==> config.mk <==
export PLATFORM = sky130hd
export DESIGN_NAME = alu_issue_stage
export DESIGN_NICKNAME = d
export VERILOG_FILES = /design/src/rtl/alu_issue_stage.sv
export SDC_FILE = /design/constraint.sdc
export NUM_CORES = 1
export LEC_CHECK = 0
export CAP_MARGIN = 20
export CORE_ASPECT_RATIO = 2
export CORE_MARGIN = 2
export CORE_UTILIZATION = 40
export DETAILED_ROUTE_END_ITERATION = 7
export PLACE_DENSITY_LB_ADDON = 0.05
export SLEW_MARGIN = 15
export SYNTH_ARGS = -nofsm -noshare
export SYNTH_HDL_FRONTEND = slang
export SYNTH_SLANG_ARGS = --single-unit
export TNS_END_PERCENT = 10
==> constraint.sdc <==
create_clock -name clk -period 4.6 [get_ports clk]
set_clock_uncertainty 0.1 [all_clocks]
set_input_delay 1.15 -clock clk [delete_from_list [all_inputs] [get_ports clk]]
set_output_delay 1.15 -clock clk [all_outputs]
set_load 0.05 [all_outputs]
==> src/rtl/alu_issue_stage.sv <==
// Registered issue stage ahead of the MIPS ALU: decode, operand-B select/extend, 2-entry skid buffer.
// Optional perf counters (issued_cnt, stall_cnt) are built when ALU_ISSUE_PERF_EN is defined.
module alu_issue_stage #(
    parameter int WORD_SIZE = 32
`ifdef ALU_ISSUE_PERF_EN
    ,
    parameter int CNT_W     = 16
`endif
) (
    input  logic                 clk,
    input  logic                 rst_n,
    input  logic                 flush,
    input  logic                 in_valid,
    output logic                 in_ready,
    input  logic [5:0]           opcode,
    input  logic [5:0]           funct,
    input  logic [WORD_SIZE-1:0] rs_data,
    input  logic [WORD_SIZE-1:0] rt_data,
    input  logic [15:0]          imm16,
    output logic                 out_valid,
    input  logic                 out_ready,
    output logic [3:0]           alu_control,
    output logic [WORD_SIZE-1:0] alu_a,
    output logic [WORD_SIZE-1:0] alu_b,
    output logic                 illegal_op
`ifdef ALU_ISSUE_PERF_EN
    ,
    output logic [CNT_W-1:0]     issued_cnt,
    output logic [CNT_W-1:0]     stall_cnt
`endif
);

    localparam logic [3:0] CTRL_AND = 4'b0000;
    localparam logic [3:0] CTRL_OR  = 4'b0001;
    localparam logic [3:0] CTRL_ADD = 4'b0010;
    localparam logic [3:0] CTRL_SUB = 4'b0110;
    localparam logic [3:0] CTRL_SLT = 4'b0111;
    localparam logic [3:0] CTRL_NOR = 4'b1100;

    typedef struct packed {
        logic [3:0]           ctrl;
        logic [WORD_SIZE-1:0] a;
        logic [WORD_SIZE-1:0] b;
        logic                 illegal;
    } payload_t;

    payload_t              w_dec;
    payload_t              r_out;
    payload_t              r_skid;
    logic                  r_out_valid;
    logic                  r_skid_valid;
    logic                  w_accept;
    logic                  w_out_free;
    logic [WORD_SIZE-1:0]  w_sext;
    logic [WORD_SIZE-1:0]  w_zext;

    assign w_sext = {{(WORD_SIZE-16){imm16[15]}}, imm16};
    assign w_zext = {{(WORD_SIZE-16){1'b0}}, imm16};

    always_comb begin
        w_dec.ctrl    = CTRL_AND;
        w_dec.a       = rs_data;
        w_dec.b       = rt_data;
        w_dec.illegal = 1'b0;
        case (opcode)
            6'b000000: begin
                case (funct)
                    6'b100100: w_dec.ctrl = CTRL_AND;
                    6'b100101: w_dec.ctrl = CTRL_OR;
                    6'b100000: w_dec.ctrl = CTRL_ADD;
                    6'b100010: w_dec.ctrl = CTRL_SUB;
                    6'b101010: w_dec.ctrl = CTRL_SLT;
                    6'b100111: w_dec.ctrl = CTRL_NOR;
                    default:   w_dec.illegal = 1'b1;
                endcase
            end
            6'b100011, 6'b101011, 6'b001000: begin
                w_dec.ctrl = CTRL_ADD;
                w_dec.b    = w_sext;
            end
            6'b001010: begin
                w_dec.ctrl = CTRL_SLT;
                w_dec.b    = w_sext;
            end
            6'b001100: begin
                w_dec.ctrl = CTRL_AND;
                w_dec.b    = w_zext;
            end
            6'b001101: begin
                w_dec.ctrl = CTRL_OR;
                w_dec.b    = w_zext;
            end
            6'b000100: w_dec.ctrl = CTRL_SUB;
            default:   w_dec.illegal = 1'b1;
        endcase
    end

    // Ready depends only on skid occupancy (and flush), never on out_ready.
    assign in_ready   = !r_skid_valid && !flush;
    assign w_accept   = in_valid && in_ready;
    assign w_out_free = !r_out_valid || out_ready;

    always_ff @(posedge clk or negedge rst_n) begin
        if (!rst_n) begin
            r_out_valid  <= 1'b0;
            r_skid_valid <= 1'b0;
            r_out        <= '0;
            r_skid       <= '0;
        end else if (flush) begin
            r_out_valid  <= 1'b0;
            r_skid_valid <= 1'b0;
        end else if (w_out_free) begin
            // Skid drains first; in_ready was low so nothing new arrives that edge.
            if (r_skid_valid) begin
                r_out        <= r_skid;
                r_out_valid  <= 1'b1;
                r_skid_valid <= 1'b0;
            end else begin
                r_out_valid <= w_accept;
                if (w_accept) r_out <= w_dec;
            end
        end else if (w_accept) begin
            r_skid       <= w_dec;
            r_skid_valid <= 1'b1;
        end
    end

    assign out_valid   = r_out_valid;
    assign alu_control = r_out.ctrl;
    assign alu_a       = r_out.a;
    assign alu_b       = r_out.b;
    assign illegal_op  = r_out.illegal;

`ifdef ALU_ISSUE_PERF_EN
    logic [CNT_W-1:0] r_issued_cnt;
    logic [CNT_W-1:0] r_stall_cnt;

    always_ff @(posedge clk or negedge rst_n) begin
        if (!rst_n) begin
            r_issued_cnt <= '0;
            r_stall_cnt  <= '0;
        end else if (flush) begin
            r_issued_cnt <= '0;
            r_stall_cnt  <= '0;
        end else begin
            if (r_out_valid && out_ready && r_issued_cnt != '1)
                r_issued_cnt <= r_issued_cnt + CNT_W'(1);
            if (r_out_valid && !out_ready && r_stall_cnt != '1)
                r_stall_cnt <= r_stall_cnt + CNT_W'(1);
        end
    end

    assign issued_cnt = r_issued_cnt;
    assign stall_cnt  = r_stall_cnt;
`endif

endmodule
==> metrics <==
Post-Route M1 WL=6.73 mm; worst setup path class=in2out; layout cells sized above 1=0.0705; hpwl dp=10.9 mm; Post-CTS Setup Inserts=0; Hold Buf Count CTS=0; wire length on met3=667 microns; RSZ-0062 raised after global routing=false; Worst-path clk slew=0.06 ns; yosys warns=0; drt drc=0; I/O pin cnt=168; final WL=16.5 mm; height of the die=181 microns; final hold viol count=0; WL per Instance=16.4 microns; Finished Core Util=0.566; Required @ worst endpoint=3.35 ns; Post-synth EDFFs=0; htree depth=4; Clk Latency, worst-skew pair=0.41 ns; CP Capture Type=primary output; Syn Nets=742; Primary FF master, synth=dfrtp_1; Total Routing Usage GR=0.204; reg2reg start=r_skid_valid$_DFFE_PN0P_; Layout fillers=1398; PortBufs=167; startpoint types=input port; CTS root buf=clkbuf_16; unique cell type count in the Yosys netlist=44; initial DRC count=274; fraction of registers with async set/reset=1.00; global route total overflow=0; area leader, netlist=dfrtp_1; metal2 WL=8.83 mm; first-pass GRT wire length=27.0 mm; antenna cells=0; fmax=249 MHz; max-cap violations=0; signal arrival time at the worst endpoint=2.76 ns; Final setup viols=0; Yosys top cell area share=0.558; top cells by area, synth=dfrtp_1, nand2_1, mux2i_1; LEAKAGE=0.00376 uW; vias in the first global route=5427; fin crit period=4.01 ns; maximum vdd drop=0.250 mV; power per standard cell area=463 nW/um^2; GP Congestion=0.797; WHS Path Cells=2; Nets=892; top routing layer used=met4; CTS tree=yes; Max Fanout on Critical Path=6; CORE AREA=15300 sq um; syn_area_per_cell=9.73 sq um; Die W=92.6 microns; CTS Buffer Depth=2; status=finished, final reports clean; vias per cell=5.22; FF+latch count, synth=140; mapped cell area=6280 sq um; Gate Count Post-Synth=645; CTS Sinks=140; post-cts gate resize count=0; cts bufs inserted=17; Die ar.=16800 sq um; Hold WC Path Type=reg2reg; initial core utilization=0.410; routed vias=5250; pin count of the biggest net entering global routing=101; Area growth syn-to-layout=37.9%; Reg2Reg Depth=5; Hold Crit Start=r_skid[52]$_DFFE_PN0P_; post-synthesis sequential area ratio=0.558; worst slew pin tran=1.03 ns; Critical Path Start=flush; final slew viol count=0; antenna viol nets, final=0; Rows=64; crit share post-route=0.872; First-pass DRT Iterations=5; setup TNS=0 ns; initial antenna violation count=0; Slew HR=0.311
-- layout make-up --
cell class                      instances  area, sq um  share of cell area
Inverter                                1         3.75            0.000434
Multi-Input combinational cell        461         2560               0.296
Clock buffer                           19          453              0.0523
Clock inverter                         13          155              0.0179
Timing Repair Buffer                  174         1730               0.199
Sequential cell                       140         3500               0.405
Tap cell                              198          248              0.0286
-- report_power, final --
| part | internal (uW) | total [uW] | switching, uW |
|---|---|---|---|
| sequential | 1470 | 1600 | 132 |
| clock | 840 | 1390 | 546 |
| combinational | 377 | 1020 | 644 |
-- cells in the final DEF (no fill, tap or decap), drive strengths merged, types with 3 or more instances in the layout --
cell	instances
inv	5
buf	8
a31oi	3
nand3	21
o21ai	53
dfrtp	140
o211ai	19
nor3	21
a21oi	19
a211oi	18
nand2	184
clkinvlp	3
mux2i	51
clkdlybuf4s50	166
nand3b	4
nand2b	4
clkbuf	19
nor3b	3
nor2b	4
clkinv	4
nor2	37
-- worst paths after layout --
| kind | endpoint | slack [ns] |
|---|---|---|
| max in group asynchronous | alu_a[0]$_DFFE_PN0P_ | 2.78 |
| hold reg to reg | r_skid[52]$_DFFE_PN0P_ | 0.37 |
| setup / recovery | in_ready | 0.59 |
| hold / removal | r_skid[52]$_DFFE_PN0P_ | 0.37 |
| setup reg to reg | alu_b[24]$_DFFE_PN0P_ | 1.62 |
| min in group asynchronous | r_skid[48]$_DFFE_PN0P_ | 0.69 |
-- metal layers --
metal  track usage  vias up
met3        0.0371       17
met1         0.244     2552
li1              -     2519
met4        0.0621        0
met5             0        -
met2         0.369      162
-- cells by family after synthesis --
family,count (synthesis),synth area share
AND/OR/NAND/NOR,288,0.196
AO/OA/AOI/OAI,122,0.129
multiplexers,51,0.0813
flip-flops,140,0.558
buffers and inverters,44,0.0359
-- flip-flops by register name (all words and copies together) (netlist names) --
| name | flops |
|---|---|
| alu_a | 32 |
| alu_b | 32 |
| alu_control | 4 |
| illegal_op | 1 |
| out_valid | 1 |
| r_skid | 69 |
| r_skid_valid | 1 |
-- synth_stat cells (3+ instances only) --
| library cell | instances |
|---|---|
| buf_6 | 5 |
| nand3_1 | 21 |
| nor2_1 | 36 |
| a211oi_2 | 3 |
| nand3b_1 | 4 |
| nor3b_1 | 3 |
| nand2b_1 | 4 |
| o211ai_1 | 18 |
| nor2b_1 | 3 |
| mux2i_1 | 51 |
| a211oi_1 | 15 |
| a21oi_1 | 19 |
| buf_2 | 9 |
| o21ai_0 | 46 |
| dfrtp_1 | 140 |
| o21ai_1 | 7 |
| nand2_1 | 184 |
| buf_4 | 3 |
| nor3_1 | 21 |
| clkbuf_1 | 24 |
-- critical path, stage by stage --
cell and delay [ns]:
clkdlybuf4s50_1 0.52, nor2_1 0.24, clkdlybuf4s50_1 0.85
-- metrics by stage --
step / hold slack [ns] / setup WS, ns / cells / instance area [sq um] / power, uW
after CTS: 0.377 / 0.596 / 1006 / 8650 / 4060
after global routing: 0.403 / 0.525 / 1006 / 8650 / 4210
final: 0.371 / 0.589 / 1006 / 8650 / 4010
after floorplan: 0.345 / 1.51 / 645 / 6280 / 2230
after global placement: 0.357 / 0.654 / 974 / 8050 / 2630
after detailed placement: 0.362 / 0.607 / 974 / 8050 / 2660
No activity file was read; power rests on OpenSTA's default activity.
